[src/rtl/uart_bmpg_dump_if.sv]
// Command and memory-read bundle between a host and the UART dump engine.
// The slave modport is the engine's view; master is the host/memory side.
interface uart_bmpg_dump_if;
    logic        dump_start_i;
    logic [14:0] dump_base_i;
    logic [14:0] dump_len_i;
    logic        mem_rd_o;
    logic [14:0] mem_adr_o;
    logic [31:0] mem_dat_i;
    logic        dump_busy_o;
    logic        dump_done_o;
    logic [1:0]  state_dbg_o;

    // Handshake: a start is taken only in IDLE; busy covers the whole dump,
    // done pulses for one cycle after the last stop bit.
    // mem_rd_o is a one-cycle strobe; mem_dat_i must be valid the next cycle.
    modport slave (
        input  dump_start_i, dump_base_i, dump_len_i, mem_dat_i,
        output mem_rd_o, mem_adr_o, dump_busy_o, dump_done_o, state_dbg_o
    );

    modport master (
        output dump_start_i, dump_base_i, dump_len_i, mem_dat_i,
        input  mem_rd_o, mem_adr_o, dump_busy_o, dump_done_o, state_dbg_o
    );
endinterface

[src/rtl/uart_bmpg_dump.sv]
// Reads a range of 32-bit words from ROM/dmem and sends each one as four
// 8N1 bytes, LSB first, on a registered TX line.
module uart_bmpg_dump #(
    parameter int CLKS_PER_BIT = 87
) (
    input  logic                upg_clk_i,
    input  logic                upg_rst_i,
    uart_bmpg_dump_if.slave     bus,
    output logic                upg_tx_o
);

    localparam int BW = $clog2(CLKS_PER_BIT);
    localparam logic [BW-1:0] BAUD_LAST = BW'(CLKS_PER_BIT - 1);

    typedef enum logic [1:0] {IDLE, READ, LATCH, SHIFT} state_t;

    state_t        state_q, state_d;
    logic [14:0]   adr_q, adr_d;
    logic [14:0]   cnt_q, cnt_d;
    logic [31:0]   shift_q, shift_d;
    logic [BW-1:0] baud_q, baud_d;
    logic [3:0]    bit_q, bit_d;
    logic [1:0]    byte_q, byte_d;
    logic          tx_q, tx_d;
    logic          done_q, done_d;

    always_ff @(posedge upg_clk_i or negedge upg_rst_i) begin
        if (!upg_rst_i) begin
            state_q <= IDLE;
            adr_q   <= '0;
            cnt_q   <= '0;
            shift_q <= '0;
            baud_q  <= '0;
            bit_q   <= '0;
            byte_q  <= '0;
            tx_q    <= 1'b1;
            done_q  <= 1'b0;
        end else begin
            state_q <= state_d;
            adr_q   <= adr_d;
            cnt_q   <= cnt_d;
            shift_q <= shift_d;
            baud_q  <= baud_d;
            bit_q   <= bit_d;
            byte_q  <= byte_d;
            tx_q    <= tx_d;
            done_q  <= done_d;
        end
    end

    always_comb begin
        state_d = state_q;
        adr_d   = adr_q;
        cnt_d   = cnt_q;
        shift_d = shift_q;
        baud_d  = baud_q;
        bit_d   = bit_q;
        byte_d  = byte_q;
        tx_d    = tx_q;
        done_d  = 1'b0;

        case (state_q)
            IDLE: begin
                if (bus.dump_start_i) begin
                    if (bus.dump_len_i != 15'd0) begin
                        adr_d   = bus.dump_base_i;
                        cnt_d   = bus.dump_len_i;
                        state_d = READ;
                    end else begin
                        done_d = 1'b1;
                    end
                end
            end
            READ: state_d = LATCH;
            LATCH: begin
                // Start bit of byte 0 goes out on the same edge the word lands.
                shift_d = bus.mem_dat_i;
                bit_d   = '0;
                byte_d  = '0;
                baud_d  = '0;
                tx_d    = 1'b0;
                state_d = SHIFT;
            end
            SHIFT: begin
                if (baud_q == BAUD_LAST) begin
                    baud_d = '0;
                    if (bit_q == 4'd9) begin
                        if (byte_q == 2'd3) begin
                            adr_d   = adr_q + 15'd1;
                            cnt_d   = cnt_q - 15'd1;
                            tx_d    = 1'b1;
                            done_d  = (cnt_q == 15'd1);
                            state_d = (cnt_q == 15'd1) ? IDLE : READ;
                        end else begin
                            byte_d  = byte_q + 2'd1;
                            bit_d   = '0;
                            shift_d = {8'h00, shift_q[31:8]};
                            tx_d    = 1'b0;
                        end
                    end else begin
                        // bit_q k (0..7) is followed by data bit k; bit 8 by the stop bit.
                        bit_d = bit_q + 4'd1;
                        tx_d  = (bit_q == 4'd8) ? 1'b1 : shift_q[bit_q[2:0]];
                    end
                end else begin
                    baud_d = baud_q + 1'b1;
                end
            end
            default: state_d = IDLE;
        endcase
    end

    assign bus.mem_rd_o    = (state_q == READ);
    assign bus.mem_adr_o   = adr_q;
    assign bus.dump_busy_o = (state_q != IDLE);
    assign bus.dump_done_o = done_q;
    assign bus.state_dbg_o = state_q;
    assign upg_tx_o        = tx_q;

endmodule
[src/flat_wrapper.sv]
// flat-port wrapper written by rule: the top's interface ports become plain ports
module uart_bmpg_dump_flat 
#(
    parameter int CLKS_PER_BIT = 87
)
  (upg_clk_i, upg_rst_i, upg_tx_o, bus_dump_start_i, bus_dump_base_i, bus_dump_len_i, bus_mem_dat_i, bus_mem_rd_o, bus_mem_adr_o, bus_dump_busy_o, bus_dump_done_o, bus_state_dbg_o);
  uart_bmpg_dump_if bus_i ();
  input  logic upg_clk_i;
  input  logic upg_rst_i;
  output logic upg_tx_o;
  input wire logic [$bits(bus_i.dump_start_i)-1:0] bus_dump_start_i;
  input wire logic [$bits(bus_i.dump_base_i)-1:0] bus_dump_base_i;
  input wire logic [$bits(bus_i.dump_len_i)-1:0] bus_dump_len_i;
  input wire logic [$bits(bus_i.mem_dat_i)-1:0] bus_mem_dat_i;
  output wire logic [$bits(bus_i.mem_rd_o)-1:0] bus_mem_rd_o;
  output wire logic [$bits(bus_i.mem_adr_o)-1:0] bus_mem_adr_o;
  output wire logic [$bits(bus_i.dump_busy_o)-1:0] bus_dump_busy_o;
  output wire logic [$bits(bus_i.dump_done_o)-1:0] bus_dump_done_o;
  output wire logic [$bits(bus_i.state_dbg_o)-1:0] bus_state_dbg_o;
  assign bus_i.dump_start_i = bus_dump_start_i;
  assign bus_i.dump_base_i = bus_dump_base_i;
  assign bus_i.dump_len_i = bus_dump_len_i;
  assign bus_i.mem_dat_i = bus_mem_dat_i;
  assign bus_mem_rd_o = bus_i.mem_rd_o;
  assign bus_mem_adr_o = bus_i.mem_adr_o;
  assign bus_dump_busy_o = bus_i.dump_busy_o;
  assign bus_dump_done_o = bus_i.dump_done_o;
  assign bus_state_dbg_o = bus_i.state_dbg_o;
  uart_bmpg_dump #(.CLKS_PER_BIT(CLKS_PER_BIT)) u_core (.upg_clk_i(upg_clk_i), .upg_rst_i(upg_rst_i), .bus(bus_i), .upg_tx_o(upg_tx_o));
endmodule
[config.mk]
export PLATFORM = sky130hd
export DESIGN_NAME = uart_bmpg_dump_flat
export DESIGN_NICKNAME = d
export VERILOG_FILES = /design/src/rtl/uart_bmpg_dump_if.sv /design/src/rtl/uart_bmpg_dump.sv /design/src/flat_wrapper.sv
export SDC_FILE = /design/constraint.sdc
export NUM_CORES = 1
export LEC_CHECK = 0
export CORE_MARGIN = 3
export CORE_UTILIZATION = 57
export DETAILED_ROUTE_END_ITERATION = 6
export PLACE_DENSITY = 0.9
export SYNTH_ARGS = -nofsm -noshare
export SYNTH_HDL_FRONTEND = slang
export SYNTH_SLANG_ARGS = --single-unit
[constraint.sdc]
create_clock -name upg_clk_i -period 3.85 [get_ports upg_clk_i]
set_input_delay 1.155 -clock upg_clk_i [delete_from_list [all_inputs] [get_ports upg_clk_i]]
set_output_delay 1.155 -clock upg_clk_i [all_outputs]
set_load 0.01 [all_outputs]
---- Yosys cells after proc, flatten, opt, wreduce, memory -nomap -nowiden ----
Index checks and enable logic that the tools add are counted.
storage, ports and cells
  bits in registers ....................... 79
  input port bits ......................... 65
  logic and storage cells ................. 86
operators by class
  $add $sub $neg .......................... 5
  order comparisons ....................... 1
  eq/ne operators ......................... 15
  mux-type cells .......................... 46
  reduce and logical (&&, ||, !) cells .... 10
operators by type and width
  cell                                                    number
  2-to-1 mux 15 bit                                       10
  2-to-1 mux 32 bit                                       3
  case mux 32 bit (2 select lines)                        1
  case mux 15 bit (2 select lines)                        2
  2-to-1 mux 2 bit                                        8
  adder 15 x 1 -> 15 bit (second input constant)          1
  == test 15 x 1 -> 1 bit (second input constant)         1
  nonzero test 15 bit                                     1
  subtractor 15 x 1 -> 15 bit (second input constant)     1
  case mux 7 bit (2 select lines)                         1
  2-to-1 mux 4 bit                                        3
  2-to-1 mux 1 bit                                        11
  == test 4 bit (second input constant)                   2
  inequality test 2 x 1 -> 1 bit (second input constant)  4
  case mux 2 bit (4 select lines)                         1
  case mux 4 bit (2 select lines)                         1
  adder 7 x 1 -> 7 bit (second input constant)            1
  == test 7 bit (second input constant)                   1
  2-to-1 mux 7 bit                                        1
  == test 2 bit (second input constant)                   3
  < comparator 3 x 6 -> 1 bit (second input constant)     1
  AND reduction 6 bit                                     1
  nonzero test 2 bit                                      3
  AND reduction 5 bit                                     1
  12 further kinds                                        14

---- Longest topological paths before layout ----
  depth after elaboration ................. 6
  gate-level depth with buffers ........... 9
  gate-level depth less buffers ........... 7

---- Worst setup path before layout ----
No wires, ideal clock.
  path kind ............................... input-to-reg
  start point ............................. in bus_dump_len_i[1]
  end point ............................... reg u_core.adr_q[2], in the netlist u_core.bus.mem_adr_o[2]
  arrival ................................. 2.411 ns
  required time ........................... 3.732 ns
  path slack .............................. 1.321 ns
  cell stages on the path ................. 6
  buffers on the path ..................... 1
  cells stage by stage .................... nor4b_1 -> a41oi_1 -> and2_1 -> clkbuf_1 -> a22o_1 -> a21o_1
between the ends
  longest elaborated chain between the ends .. 3
ends and longest elaborated chain
  what                                             line                  text
  start, declared                                  flat_wrapper.sv:13    input wire logic [$bits(bus_i.dump_len_i)-1:0] bus_dump_len_i;
  nonzero test 15 bit                              uart_bmpg_dump.sv:65  if (bus.dump_len_i != 15'd0) begin
  inequality test 2 x 1 -> 1 bit (no source line)  -
  AND reduction 6 bit (no source line)             -
  end signal, assigned                             uart_bmpg_dump.sv:40  adr_q <= adr_d;
  end, declared                                    uart_bmpg_dump.sv:18  logic [14:0] adr_q, adr_d;
No other way between the ends.
A chain may end at the register's enable or synchronous reset.

---- Worst setup path in the final report ----
  start point ............................. reg u_core.state_q[0], in the netlist u_core.bus.state_dbg_o[0]
  end point ............................... out bus_dump_busy_o
between the ends
  longest elaborated chain between the ends .. 1
ends and longest elaborated chain
  what                    line                   text
  start, declared         uart_bmpg_dump.sv:17   state_t state_q, state_d;
  start signal, assigned  uart_bmpg_dump.sv:39   state_q <= state_d;
  nonzero test 2 bit      uart_bmpg_dump.sv:115  assign bus.dump_busy_o = (state_q != IDLE);
  end, declared           flat_wrapper.sv:17     output wire logic [$bits(bus_i.dump_busy_o)-1:0] bus_dump_busy_o;
No other way between the ends.

==> impl_results.md <==
* Power density cells at 284 nW/um2
* H-tree Lvls at 3
* Vias per inst at 6.21
* Ports at 86
* Largest net degree at the start of global routing at 80
* Layout area overhead at 25.0%
* WS Path Type: register to primary output
* Worst Hold Class: register to register
* Number of synthesized flops with an enable pin at 0
* Port Buf Inserts at 85
* Clock latency at the later pin of the worst-skew pair at 360 ps
* Slew Limit Fails at 0
* CTS root buf: clkbuf_8
* Starting DRT DRC Count at 346
* Synth top area share at 43.4%
* Final wirelength at 11100 um
* Fin nets at 632
* Worst Path Required at 2690 ps
* Maximum vdd drop at 0.238 mV
* Synth area leader: dfrtp_1
* Synth Net Count at 556
* Met3 usage at 5.26%
* All-layer global routing usage at 26.0%
* Grt total ovfl at 0
* TritonCTS Buffers at 9
* Asr flop ratio synth at 100%
* Final GP Congestion at 0.876
* Final Skew at 9.03 ps
* RSZ-0062 raised after global routing: false
* Filler cells at 527
* Startpoint Class: register
* Main synth FF type: dfrtp_1
* Sink Count at 79
* Setup Fix Bufs, Post-CTS at 0
* Area contributors post-synth: dfrtp_1 43%, mux2i_1 6.7%, o21ai_0 6.0%
* Final period util at 80.4%
* Pre-antenna DRT Iters at 5
* Initial antenna violation count at 0
* Endpoints failing hold at 0
* Share of layout cells above drive strength 1 at 6.98%
* Number of register bits inferred by synthesis at 79
* Worst-Margin Slew at 1060 ps
* Initial Util at 60.4%
* Post-synthesis cell count at 478
* Global-route wire length before repair at 18400 um
* CTS tree: done
* Met1 usage at 34.5%
* CTS Hold Bufs at 0
* Clk buf depth at 2
* Core area at 7450 um2
* Outcome: finished clean
* CTS clock-pin slew for the worst setup and hold paths at 80 ps
* Rel. slew slack at 29.5%
* DIE WIDTH at 94.8 um
* Number of remaining DRC errors at 0
* Mean Syn Cell Area at 9.41 um2
* Netlist cell types at 59
* Dpl hpwl at 7610 um
* Cell Rows at 31
* Post-route ant nets at 0
* Leakage at 2.59 nW
* Die height at 94.8 um
* N_diodes at 0
* Mapped Area at 4500 um2
* Setup TNS at 0 ps
* Final setup vio count at 0
* Die area at 8990 um2
* Max Freq at 323 MHz
* Max-cap violations at 0
* Total of warnings raised by yosys at 0
* Number of global-route vias before repair at 3892
* Register area share after synthesis at 44.0%
* Critical path arrival at 1940 ps
* Via count at 4088
* Post-Layout Cell Count at 658
* Crit end category: primary output
* Worst-path maximum fanout at 5
* Min cycle time layout at 3090 ps
* Hold Path Depth at 2
* Global routing's busiest layer: met2
* Placed cell count at 642
* Top cells by count, synth: 78 x dfrtp_1, 59 x nand2_1, 54 x o21ai_0, 30 x mux2i_1, 26 x nor2_1
* M2 GR Usage at 42.8%
* Worst r2r path cells at 6
* DR WL/cell at 16.8 um
* Most frequent cell after synthesis: dfrtp_1
* Post_cts resized at 0
* Reg-to-reg slack, setup at 1260 ps
## critical path, stage by stage, from the launching register on
cell and delay (ps):
dfrtp_1 480, inv_1 120, ha_1 280, inv_1 140, clkdlybuf4s50_1 560
## cells by family (layout without fill, tap and decap cells)
group	after synthesis	after routing	synth area share, %
AOI/OAI and AO/OA	138	138	19.9
adders and majority gates	13	13	3.62
DFF	79	79	44.0
muxes	34	34	8.18
and+or+nand+nor	174	174	20.5
buffers and inverters	40	121	3.81
## power by group
part	internal [mW]	switching (mW)	total [mW]
clock network	0.303	0.325	0.628
logic	0.0709	0.0396	0.110
registers	0.846	0.00978	0.856
## through the flow
| stage | power [mW] | hold WS (ps) | setup WS [ps] | utilization, % | area (um2) |
|---|---|---|---|---|---|
| 2_1_floorplan | 0.891 | 445 | 1320 | - | 4500 |
| 3_3_place_gp | 0.981 | 458 | 665 | 72.8 | 5420 |
| 3_5_place_dp | 0.984 | 466 | 579 | 72.8 | 5420 |
| 4_1_cts | 1.60 | 485 | 761 | 75.5 | 5620 |
| 5_1_grt | 1.66 | 523 | 719 | 75.5 | 5620 |
| 6_report | 1.59 | 477 | 756 | 75.5 | 5620 |
## final timing paths
path,start,endpoint
min in group asynchronous,upg_rst_i,u_core.baud_q[3]$_DFFE_PN0N_
worst max register to register,u_core.bus.state_dbg_o[0]$_DFFE_PN0P_,u_core.shift_q[31]$_DFFE_PN0P_
worst min register to register,u_core.shift_q[2]$_DFFE_PN0P_,u_core.shift_q[2]$_DFFE_PN0P_
worst max-delay path,u_core.bus.state_dbg_o[0]$_DFFE_PN0P_,bus_dump_busy_o
max in group asynchronous,upg_rst_i,u_core.shift_q[31]$_DFFE_PN0P_
worst min-delay path,u_core.shift_q[2]$_DFFE_PN0P_,u_core.shift_q[2]$_DFFE_PN0P_
## area by class of cell
type,count,area (um2),share of cell area (%)
tap,99,124,2.20
clock buffer,10,128,2.27
multi-input combinational,359,2380,42.3
clock inverter,6,68.8,1.22
sequential,79,1980,35.2
timing repair buffer,91,893,15.9
inverter,14,52.6,0.935
## flip-flops by register name, summed over array words and instances (netlist names)
name                    cells
u_core.bus.dump_done_o      1
u_core.bus.state_dbg_o      2
u_core.baud_q               7
u_core.cnt_q               15
u_core.shift_q             32
u_core.bit_q                4
u_core.bus.mem_adr_o       15
u_core.byte_q               2
u_core.upg_tx_o             1
## metal layers
metal / vias up / routed length (um)
met1: 1963 / 4530
met5: - / 0
met2: 187 / 5440
met3: 26 / 889
met4: 0 / 188
li1: 1912 / -
## cells in the final DEF (no fill, tap or decap), types with 9 or more instances in the layout
cell,count
a22o_1,13
a21oi_1,21
nor3_1,13
inv_1,13
nand2_1,59
nand3_1,15
nand4_1,10
o21ai_0,54
dfrtp_1,78
clkdlybuf4s50_1,84
mux2i_1,30
ha_1,12
clkbuf_8,9
nor2_1,26
Note: power is estimated with default switching activity, not from simulation.
